<file path="src/rtl/victim_cache_if.sv">
// victim_cache_if: L1-side lookup/swap, evict insert and
// memory write-back channels of the victim cache.
interface victim_cache_if #(
  parameter int ENTRIES = 4,
  parameter int ADDR_W  = 32,
  parameter int LINE_W  = 128
);
  localparam int CNT_W = $clog2(ENTRIES) + 1;

  logic              lookup_valid_i;
  logic [ADDR_W-1:0] lookup_addr_i;
  logic              swap_valid_o;
  logic [ADDR_W-1:0] swap_addr_o;
  logic [LINE_W-1:0] swap_data_o;
  logic              swap_dirty_o;
  logic              lookup_miss_o;
  logic              evict_valid_i;
  logic [ADDR_W-1:0] evict_addr_i;
  logic [LINE_W-1:0] evict_data_i;
  logic              evict_dirty_i;
  logic              evict_ready_o;
  logic              wb_valid_o;
  logic [ADDR_W-1:0] wb_addr_o;
  logic [LINE_W-1:0] wb_data_o;
  logic              wb_ready_i;
  logic [CNT_W-1:0]  occupancy_o;
  logic [31:0]       no_lookup_o;
  logic [31:0]       no_hit_o;

  modport slave (
    input  lookup_valid_i, lookup_addr_i,
    input  evict_valid_i, evict_addr_i,
    input  evict_data_i, evict_dirty_i,
    input  wb_ready_i,
    output swap_valid_o, swap_addr_o,
    output swap_data_o, swap_dirty_o,
    output lookup_miss_o, evict_ready_o,
    output wb_valid_o, wb_addr_o, wb_data_o,
    output occupancy_o, no_lookup_o, no_hit_o
  );

  modport master (
    output lookup_valid_i, lookup_addr_i,
    output evict_valid_i, evict_addr_i,
    output evict_data_i, evict_dirty_i,
    output wb_ready_i,
    input  swap_valid_o, swap_addr_o,
    input  swap_data_o, swap_dirty_o,
    input  lookup_miss_o, evict_ready_o,
    input  wb_valid_o, wb_addr_o, wb_data_o,
    input  occupancy_o, no_lookup_o, no_hit_o
  );
endinterface

</file>
<file path="src/rtl/victim_cache.sv">
// victim_cache: fully-associative victim store beside the L1 FSM,
// swap-on-hit lookup, FIFO replacement, dirty write-back.
module victim_cache #(
  parameter int ENTRIES  = 4,
  parameter int ADDR_W   = 32,
  parameter int LINE_W   = 128,
  parameter int OFFSET_W = 4
) (
  input logic           clk_i,
  input logic           rst_i,
  victim_cache_if.slave vc
);
  localparam int IDX_W = $clog2(ENTRIES);
  localparam int TAG_W = ADDR_W - OFFSET_W;
  localparam int CNT_W = IDX_W + 1;

  typedef enum logic {IDLE, WB_PEND} wb_state_e;

  logic [ENTRIES-1:0] valid_q;
  logic [ENTRIES-1:0] dirty_q;
  logic [TAG_W-1:0]   tag_q  [ENTRIES];
  logic [LINE_W-1:0]  data_q [ENTRIES];
  logic [IDX_W-1:0]   ptr_q;

  wb_state_e         wb_state_q;
  logic              wb_valid_q;
  logic              evict_ready_q;
  logic [ADDR_W-1:0] wb_addr_q;
  logic [LINE_W-1:0] wb_data_q;

  logic              swap_valid_q;
  logic [ADDR_W-1:0] swap_addr_q;
  logic [LINE_W-1:0] swap_data_q;
  logic              swap_dirty_q;
  logic              miss_q;
  logic [CNT_W-1:0]  occ_q;
  logic [31:0]       n_lookup_q;
  logic [31:0]       n_hit_q;

  logic [TAG_W-1:0]   lk_tag;
  logic [TAG_W-1:0]   ev_tag;
  logic [ENTRIES-1:0] hit_vec;
  logic [IDX_W-1:0]   hit_idx;
  logic               lk_hit;
  logic               ins;
  logic               match;
  logic [IDX_W-1:0]   match_idx;
  logic               free;
  logic [IDX_W-1:0]   free_idx;
  logic [IDX_W-1:0]   slot;
  logic               replace;
  logic               spill;
  logic [ENTRIES-1:0] valid_d;
  logic [CNT_W-1:0]   occ_d;
  logic               unused_ok;

  assign lk_tag = vc.lookup_addr_i[ADDR_W-1:OFFSET_W];
  assign ev_tag = vc.evict_addr_i[ADDR_W-1:OFFSET_W];
  assign unused_ok = ^{vc.lookup_addr_i[OFFSET_W-1:0],
                       vc.evict_addr_i[OFFSET_W-1:0]};

  // Lookup tag match; the one-per-tag invariant means one hit at most
  always_comb begin
    hit_vec = '0;
    hit_idx = '0;
    for (int i = 0; i < ENTRIES; i++) begin
      if (vc.lookup_valid_i && valid_q[i] &&
          tag_q[i] == lk_tag) begin
        hit_vec[i] = 1'b1;
        hit_idx    = IDX_W'(i);
      end
    end
  end

  assign lk_hit = |hit_vec;

  // Insert slot: same tag, else lowest free (hit-freed counts), else FIFO
  always_comb begin
    match     = 1'b0;
    match_idx = '0;
    free      = 1'b0;
    free_idx  = '0;
    for (int i = 0; i < ENTRIES; i++) begin
      if (valid_q[i] && tag_q[i] == ev_tag) begin
        match     = 1'b1;
        match_idx = IDX_W'(i);
      end
    end
    for (int i = ENTRIES - 1; i >= 0; i--) begin
      if (!valid_q[i] || hit_vec[i]) begin
        free     = 1'b1;
        free_idx = IDX_W'(i);
      end
    end
  end

  assign ins     = vc.evict_valid_i & evict_ready_q;
  assign slot    = match ? match_idx :
                   free  ? free_idx  : ptr_q;
  assign replace = ins & ~match & ~free;
  assign spill   = replace & dirty_q[ptr_q];

  // Post-edge valid set and its population count
  always_comb begin
    valid_d = valid_q & ~hit_vec;
    if (ins) valid_d[slot] = 1'b1;
    occ_d = '0;
    for (int i = 0; i < ENTRIES; i++)
      occ_d = occ_d + CNT_W'(valid_d[i]);
  end

  // Entry flags and FIFO pointer
  always_ff @(posedge clk_i) begin
    if (rst_i) begin
      valid_q <= '0;
      dirty_q <= '0;
      ptr_q   <= '0;
    end else begin
      valid_q <= valid_d;
      if (ins)
        dirty_q[slot] <= (match & dirty_q[slot]) |
                         vc.evict_dirty_i;
      if (replace) ptr_q <= ptr_q + 1'b1;
    end
  end

  // Tag and line storage, written on accepted insert
  always_ff @(posedge clk_i) begin
    if (ins) begin
      tag_q[slot]  <= ev_tag;
      data_q[slot] <= vc.evict_data_i;
    end
  end

  // Swap/miss response, counters and occupancy
  always_ff @(posedge clk_i) begin
    if (rst_i) begin
      swap_valid_q <= 1'b0;
      swap_addr_q  <= '0;
      swap_data_q  <= '0;
      swap_dirty_q <= 1'b0;
      miss_q       <= 1'b0;
      occ_q        <= '0;
      n_lookup_q   <= '0;
      n_hit_q      <= '0;
    end else begin
      swap_valid_q <= lk_hit;
      swap_addr_q  <= lk_hit ?
        {tag_q[hit_idx], {OFFSET_W{1'b0}}} : '0;
      swap_data_q  <= lk_hit ? data_q[hit_idx] : '0;
      swap_dirty_q <= lk_hit & dirty_q[hit_idx];
      miss_q       <= vc.lookup_valid_i & ~lk_hit;
      occ_q        <= occ_d;
      if (vc.lookup_valid_i)
        n_lookup_q <= n_lookup_q + 32'd1;
      if (lk_hit)
        n_hit_q <= n_hit_q + 32'd1;
    end
  end

  // Write-back FSM holding one displaced dirty line
  always_ff @(posedge clk_i) begin
    if (rst_i) begin
      wb_state_q    <= IDLE;
      wb_valid_q    <= 1'b0;
      evict_ready_q <= 1'b1;
      wb_addr_q     <= '0;
      wb_data_q     <= '0;
    end else begin
      unique case (wb_state_q)
        IDLE: begin
          if (spill) begin
            wb_state_q    <= WB_PEND;
            wb_valid_q    <= 1'b1;
            evict_ready_q <= 1'b0;
            wb_addr_q     <=
              {tag_q[ptr_q], {OFFSET_W{1'b0}}};
            wb_data_q     <= data_q[ptr_q];
          end
        end
        WB_PEND: begin
          if (vc.wb_ready_i) begin
            wb_state_q    <= IDLE;
            wb_valid_q    <= 1'b0;
            evict_ready_q <= 1'b1;
            wb_addr_q     <= '0;
            wb_data_q     <= '0;
          end
        end
        default: wb_state_q <= IDLE;
      endcase
    end
  end

  assign vc.swap_valid_o  = swap_valid_q;
  assign vc.swap_addr_o   = swap_addr_q;
  assign vc.swap_data_o   = swap_data_q;
  assign vc.swap_dirty_o  = swap_dirty_q;
  assign vc.lookup_miss_o = miss_q;
  assign vc.evict_ready_o = evict_ready_q;
  assign vc.wb_valid_o    = wb_valid_q;
  assign vc.wb_addr_o     = wb_addr_q;
  assign vc.wb_data_o     = wb_data_q;
  assign vc.occupancy_o   = occ_q;
  assign vc.no_lookup_o   = n_lookup_q;
  assign vc.no_hit_o      = n_hit_q;
endmodule

</file>
<file path="src/flat_wrapper.sv">
// flat-port wrapper written by rule: the top's interface ports become plain ports
module victim_cache_flat 
#(
  parameter int ENTRIES  = 4,
  parameter int ADDR_W   = 32,
  parameter int LINE_W   = 128,
  parameter int OFFSET_W = 4
)
  (clk_i, rst_i, vc_lookup_valid_i, vc_lookup_addr_i, vc_evict_valid_i, vc_evict_addr_i, vc_evict_data_i, vc_evict_dirty_i, vc_wb_ready_i, vc_swap_valid_o, vc_swap_addr_o, vc_swap_data_o, vc_swap_dirty_o, vc_lookup_miss_o, vc_evict_ready_o, vc_wb_valid_o, vc_wb_addr_o, vc_wb_data_o, vc_occupancy_o, vc_no_lookup_o, vc_no_hit_o);
  victim_cache_if #(.ENTRIES(ENTRIES), .ADDR_W(ADDR_W), .LINE_W(LINE_W)) vc_i ();
  input logic clk_i;
  input logic rst_i;
  input wire logic [$bits(vc_i.lookup_valid_i)-1:0] vc_lookup_valid_i;
  input wire logic [$bits(vc_i.lookup_addr_i)-1:0] vc_lookup_addr_i;
  input wire logic [$bits(vc_i.evict_valid_i)-1:0] vc_evict_valid_i;
  input wire logic [$bits(vc_i.evict_addr_i)-1:0] vc_evict_addr_i;
  input wire logic [$bits(vc_i.evict_data_i)-1:0] vc_evict_data_i;
  input wire logic [$bits(vc_i.evict_dirty_i)-1:0] vc_evict_dirty_i;
  input wire logic [$bits(vc_i.wb_ready_i)-1:0] vc_wb_ready_i;
  output wire logic [$bits(vc_i.swap_valid_o)-1:0] vc_swap_valid_o;
  output wire logic [$bits(vc_i.swap_addr_o)-1:0] vc_swap_addr_o;
  output wire logic [$bits(vc_i.swap_data_o)-1:0] vc_swap_data_o;
  output wire logic [$bits(vc_i.swap_dirty_o)-1:0] vc_swap_dirty_o;
  output wire logic [$bits(vc_i.lookup_miss_o)-1:0] vc_lookup_miss_o;
  output wire logic [$bits(vc_i.evict_ready_o)-1:0] vc_evict_ready_o;
  output wire logic [$bits(vc_i.wb_valid_o)-1:0] vc_wb_valid_o;
  output wire logic [$bits(vc_i.wb_addr_o)-1:0] vc_wb_addr_o;
  output wire logic [$bits(vc_i.wb_data_o)-1:0] vc_wb_data_o;
  output wire logic [$bits(vc_i.occupancy_o)-1:0] vc_occupancy_o;
  output wire logic [$bits(vc_i.no_lookup_o)-1:0] vc_no_lookup_o;
  output wire logic [$bits(vc_i.no_hit_o)-1:0] vc_no_hit_o;
  assign vc_i.lookup_valid_i = vc_lookup_valid_i;
  assign vc_i.lookup_addr_i = vc_lookup_addr_i;
  assign vc_i.evict_valid_i = vc_evict_valid_i;
  assign vc_i.evict_addr_i = vc_evict_addr_i;
  assign vc_i.evict_data_i = vc_evict_data_i;
  assign vc_i.evict_dirty_i = vc_evict_dirty_i;
  assign vc_i.wb_ready_i = vc_wb_ready_i;
  assign vc_swap_valid_o = vc_i.swap_valid_o;
  assign vc_swap_addr_o = vc_i.swap_addr_o;
  assign vc_swap_data_o = vc_i.swap_data_o;
  assign vc_swap_dirty_o = vc_i.swap_dirty_o;
  assign vc_lookup_miss_o = vc_i.lookup_miss_o;
  assign vc_evict_ready_o = vc_i.evict_ready_o;
  assign vc_wb_valid_o = vc_i.wb_valid_o;
  assign vc_wb_addr_o = vc_i.wb_addr_o;
  assign vc_wb_data_o = vc_i.wb_data_o;
  assign vc_occupancy_o = vc_i.occupancy_o;
  assign vc_no_lookup_o = vc_i.no_lookup_o;
  assign vc_no_hit_o = vc_i.no_hit_o;
  victim_cache #(.ENTRIES(ENTRIES), .ADDR_W(ADDR_W), .LINE_W(LINE_W), .OFFSET_W(OFFSET_W)) u_core (.clk_i(clk_i), .rst_i(rst_i), .vc(vc_i));
endmodule
</file>
<file path="config.mk">
export PLATFORM = sky130hd
export DESIGN_NAME = victim_cache_flat
export DESIGN_NICKNAME = d
export VERILOG_FILES = /design/src/rtl/victim_cache_if.sv /design/src/rtl/victim_cache.sv /design/src/flat_wrapper.sv
export SDC_FILE = /design/constraint.sdc
export NUM_CORES = 1
export LEC_CHECK = 0
export CAP_MARGIN = 20
export CORE_AREA = 2 2 297 299
export CTS_CLUSTER_DIAMETER = 50
export CTS_CLUSTER_SIZE = 28
export DETAILED_ROUTE_END_ITERATION = 6
export DIE_AREA = 0 0 299 301
export PLACE_DENSITY = 0.78
export SYNTH_ARGS = -nofsm -noshare
export SYNTH_HDL_FRONTEND = slang
export SYNTH_SLANG_ARGS = --single-unit
</file>
<file path="constraint.sdc">
create_clock -name clk_i -period 18.7 [get_ports clk_i]
set_input_delay 2.805 -clock clk_i [delete_from_list [all_inputs] [get_ports clk_i]]
set_output_delay 2.805 -clock clk_i [all_outputs]
set_load 0.02 [all_outputs]
</file>
==> results.toml <==
[global_routing]
grt_max_degree = 110
grtUsageTotal_pct = 31.2
grt-ovfl-total = 0
use_met2_pct = 51.1
grt_util_met3_pct = 6.88
antenna_found_initial = 25
grt_busiest_layer = "met2"
use_met1_pct = 39.6
grt_pass1_wl_um = 209000
grt_pass1_vias = 31800

[logic_synthesis]
async_flop_share_pct = 0
ys.flop_type = "edfxtp_1"
synth.area.top_cells = "edfxtp_1 (44%), dfxtp_1 (18%), mux4_2 (8.2%)"
synth_top_area_cell = "edfxtp_1"
synthesis.area_um2 = 43000
synthTopCellsByCount = "edfxtp_1 (624), dfxtp_1 (397), nor2_1 (335), a21oi_1 (326), nand2_1 (272)"
synthCells = 3527
synth_edf_count = 624
ys_seq_area_share_pct = 62.0
yosys.area.top_type_share_pct = 43.6
avgSynthCellArea_um2 = 12.2
yosysUniqueCellTypes = 63
yosysMostFrequentCell = "edfxtp_1"
ys_ff_latch = 1021
yosysWarnings = 0

[placed_design]
port_buffers = 573
place_congestion = 1.03
hpwl_um = 89900
place_area_um2 = 49600

[clocking]
htreeDepth = 3
cts.path.max_buffers = 3
cts_resized = 0
cts-buffers-inserted = 98
clk_latency_ns = 0.70
cts.clk_slew.worst_paths_ns = 0.07
cts_tree = "built"
cts-hold-fix-buffers = 0
cts_root_buf = "clkbuf_16"
post-cts-setup-buffers = 0
cts_sinks = 1021

[setup_path]
cp.arrival_ns = 8.28
end_kind = "flip-flop"
startpoint_type = "input pin"
crit_slowest_cell = "buf_4"
crit_path_max_fanout = 64
crit_required_ns = 19.00
crit_type = "in -> reg"
slowest_delay_ns = 0.79
cp_cell_sequence = "clkdlybuf4s50_1 > xnor2_1 > or4b_1 > or4_1 > or4_1 > buf_4 > nand4_2 > nor2_1 > o211a_1 > or3b_1 > inv_6 > buf_4"

[die]
initial_utilization_pct = 49.7
core_area_um2 = 86500
die_h_um = 301
ios = 590
rows = 108
die_area_um2 = 90000
die_w_um = 299

[run]
cap_violations = 0

[sta]
report.final.slew_viol_count = 0
hold_violations = 0
min_period_ns = 7.99
skew_ns = 0.0458
maxSlewHeadroom_pct = 23.6
setup_violations = 0
tns_ns = 0
timing.fmax_ghz = 0.125
fin_crit_sh_pct = 42.7
rsz0062_at_grt = "false"
worstMarginPinSlew_ns = 1.15

[routing]
drt_wl_total_um = 143000
drt_pass1_iterations = 6
drt-initial-drc-count = 3667
vias_per_cell = 6.20
wl_per_cell_um = 27.3
num_vias = 32500
ant_nets = 0
drc = 0

[cells_and_area]
multi_input_area_um2 = 15300
register_area_um2 = 26700
fin_area_um2 = 53200
nets = 4191
drive_gt1_share_pct = 10.3
n_fill_cell = 6598
area_delta_synth_final_pct = 23.8

[min_path]
hp-class = "reg -> reg"

[power]
power_leakage_nw = 16.9
irDropWorstVdd_mv = 0.124
p_per_area_nw_per_um2 = 91.4

[status]
status = "finished, final reports clean"
sequential cells by signal, summed over array words and instances, names as in the netlist, 3 cells and up, named ones only:
name                   flops
u_core.vc.no_hit_o        32
u_core.vc.swap_data_o    128
u_core.vc.swap_addr_o     28
u_core.vc.wb_addr_o       28
u_core.data_q            512
u_core.valid_q             4
u_core.vc.no_lookup_o     32
u_core.vc.wb_data_o      128
u_core.dirty_q             4
u_core.tag_q             112
u_core.vc.occupancy_o      3
power breakdown:
group	switching [mW]	internal, mW
clock	1.00	1.13
sequential	0.0311	2.44
combinational	0.155	0.105
total	1.19	3.68
through the flow:
step                cells  util, %  hold WS, ns  setup WS [ns]  power [mW]
global route         5245     61.6        0.486          10.61        4.99
detailed placement   5042     57.3        0.454          10.16        2.78
floorplan            3534        -        0.455           2.11        2.65
CTS                  5227     61.5        0.467          10.86        4.88
global placement     5042     57.3        0.443          10.12        2.77
finish               5246     61.6        0.466          10.71        4.86
layer usage:
metal,routed length (um),part of all wire [%]
met1,54000,38
met2,69400,48
met3,13500,9.4
met4,6550,4.6
met5,97,0.068
layout by cell type (no fill, tap or decap), drive strengths merged, types with 14 or more instances in the layout:
cell type      instances
a211oi               128
a21oi                326
and3                  15
buf                   41
clkbuf               109
clkdlybuf4s50        572
clkinv                26
dfxtp                397
diode                 18
edfxtp               624
inv                   54
mux2i                 34
mux4                 157
nand2                273
nand3                187
nand4                 58
nor2                 336
nor2b                 14
nor3                 139
nor4                  46
o211ai                32
o21ai                134
or4                   15
xnor2                124
xor2                 143
layout make-up:
type	instances	share of cell area, %
diodes	18	0.0846
clock buffers	108	4.87
clock inverters	77	1.84
inverters	15	0.134
multi-input cells	2238	28.8
flip-flops and latches	1021	50.1
well taps	1155	2.71
repair buffers	614	11.4
final timing paths:
check                                                end                      from  slack (ns)  cells after the start
worst min register to register  u_core.vc.wb_data_o[110]  u_core.vc.wb_data_o[110]        0.47                      2
worst max-delay path               u_core.data_q[2][109]      vc_lookup_addr_i[23]       10.71                     12
worst max register to register     u_core.data_q[2][109]       u_core.tag_q[3][19]       13.00                     11
worst min-delay path            u_core.vc.wb_data_o[110]  u_core.vc.wb_data_o[110]        0.47                      2
critical path, delay by kind of cell:
| kind | cells | cell delay, ns |
|---|---|---|
| xor+xnor | 1 | 0.43 |
| compound gates | 1 | 0.29 |
| simple gates | 6 | 2.21 |
| buf+inv | 4 | 2.27 |
kinds of logic (layout without fill, tap and decap cells):
logic type,after synthesis,in the layout,synth area share (%)
compound gates,638,638,8.52
mux,198,198,9.20
other cells,1,26,0.00872
buf+inv,275,814,2.54
flops,1021,1021,62.0
fa+ha+maj,5,5,0.163
simple gates,1122,1122,12.1
xor+xnor,267,267,5.44
Note: power is estimated with default switching activity, not from simulation.
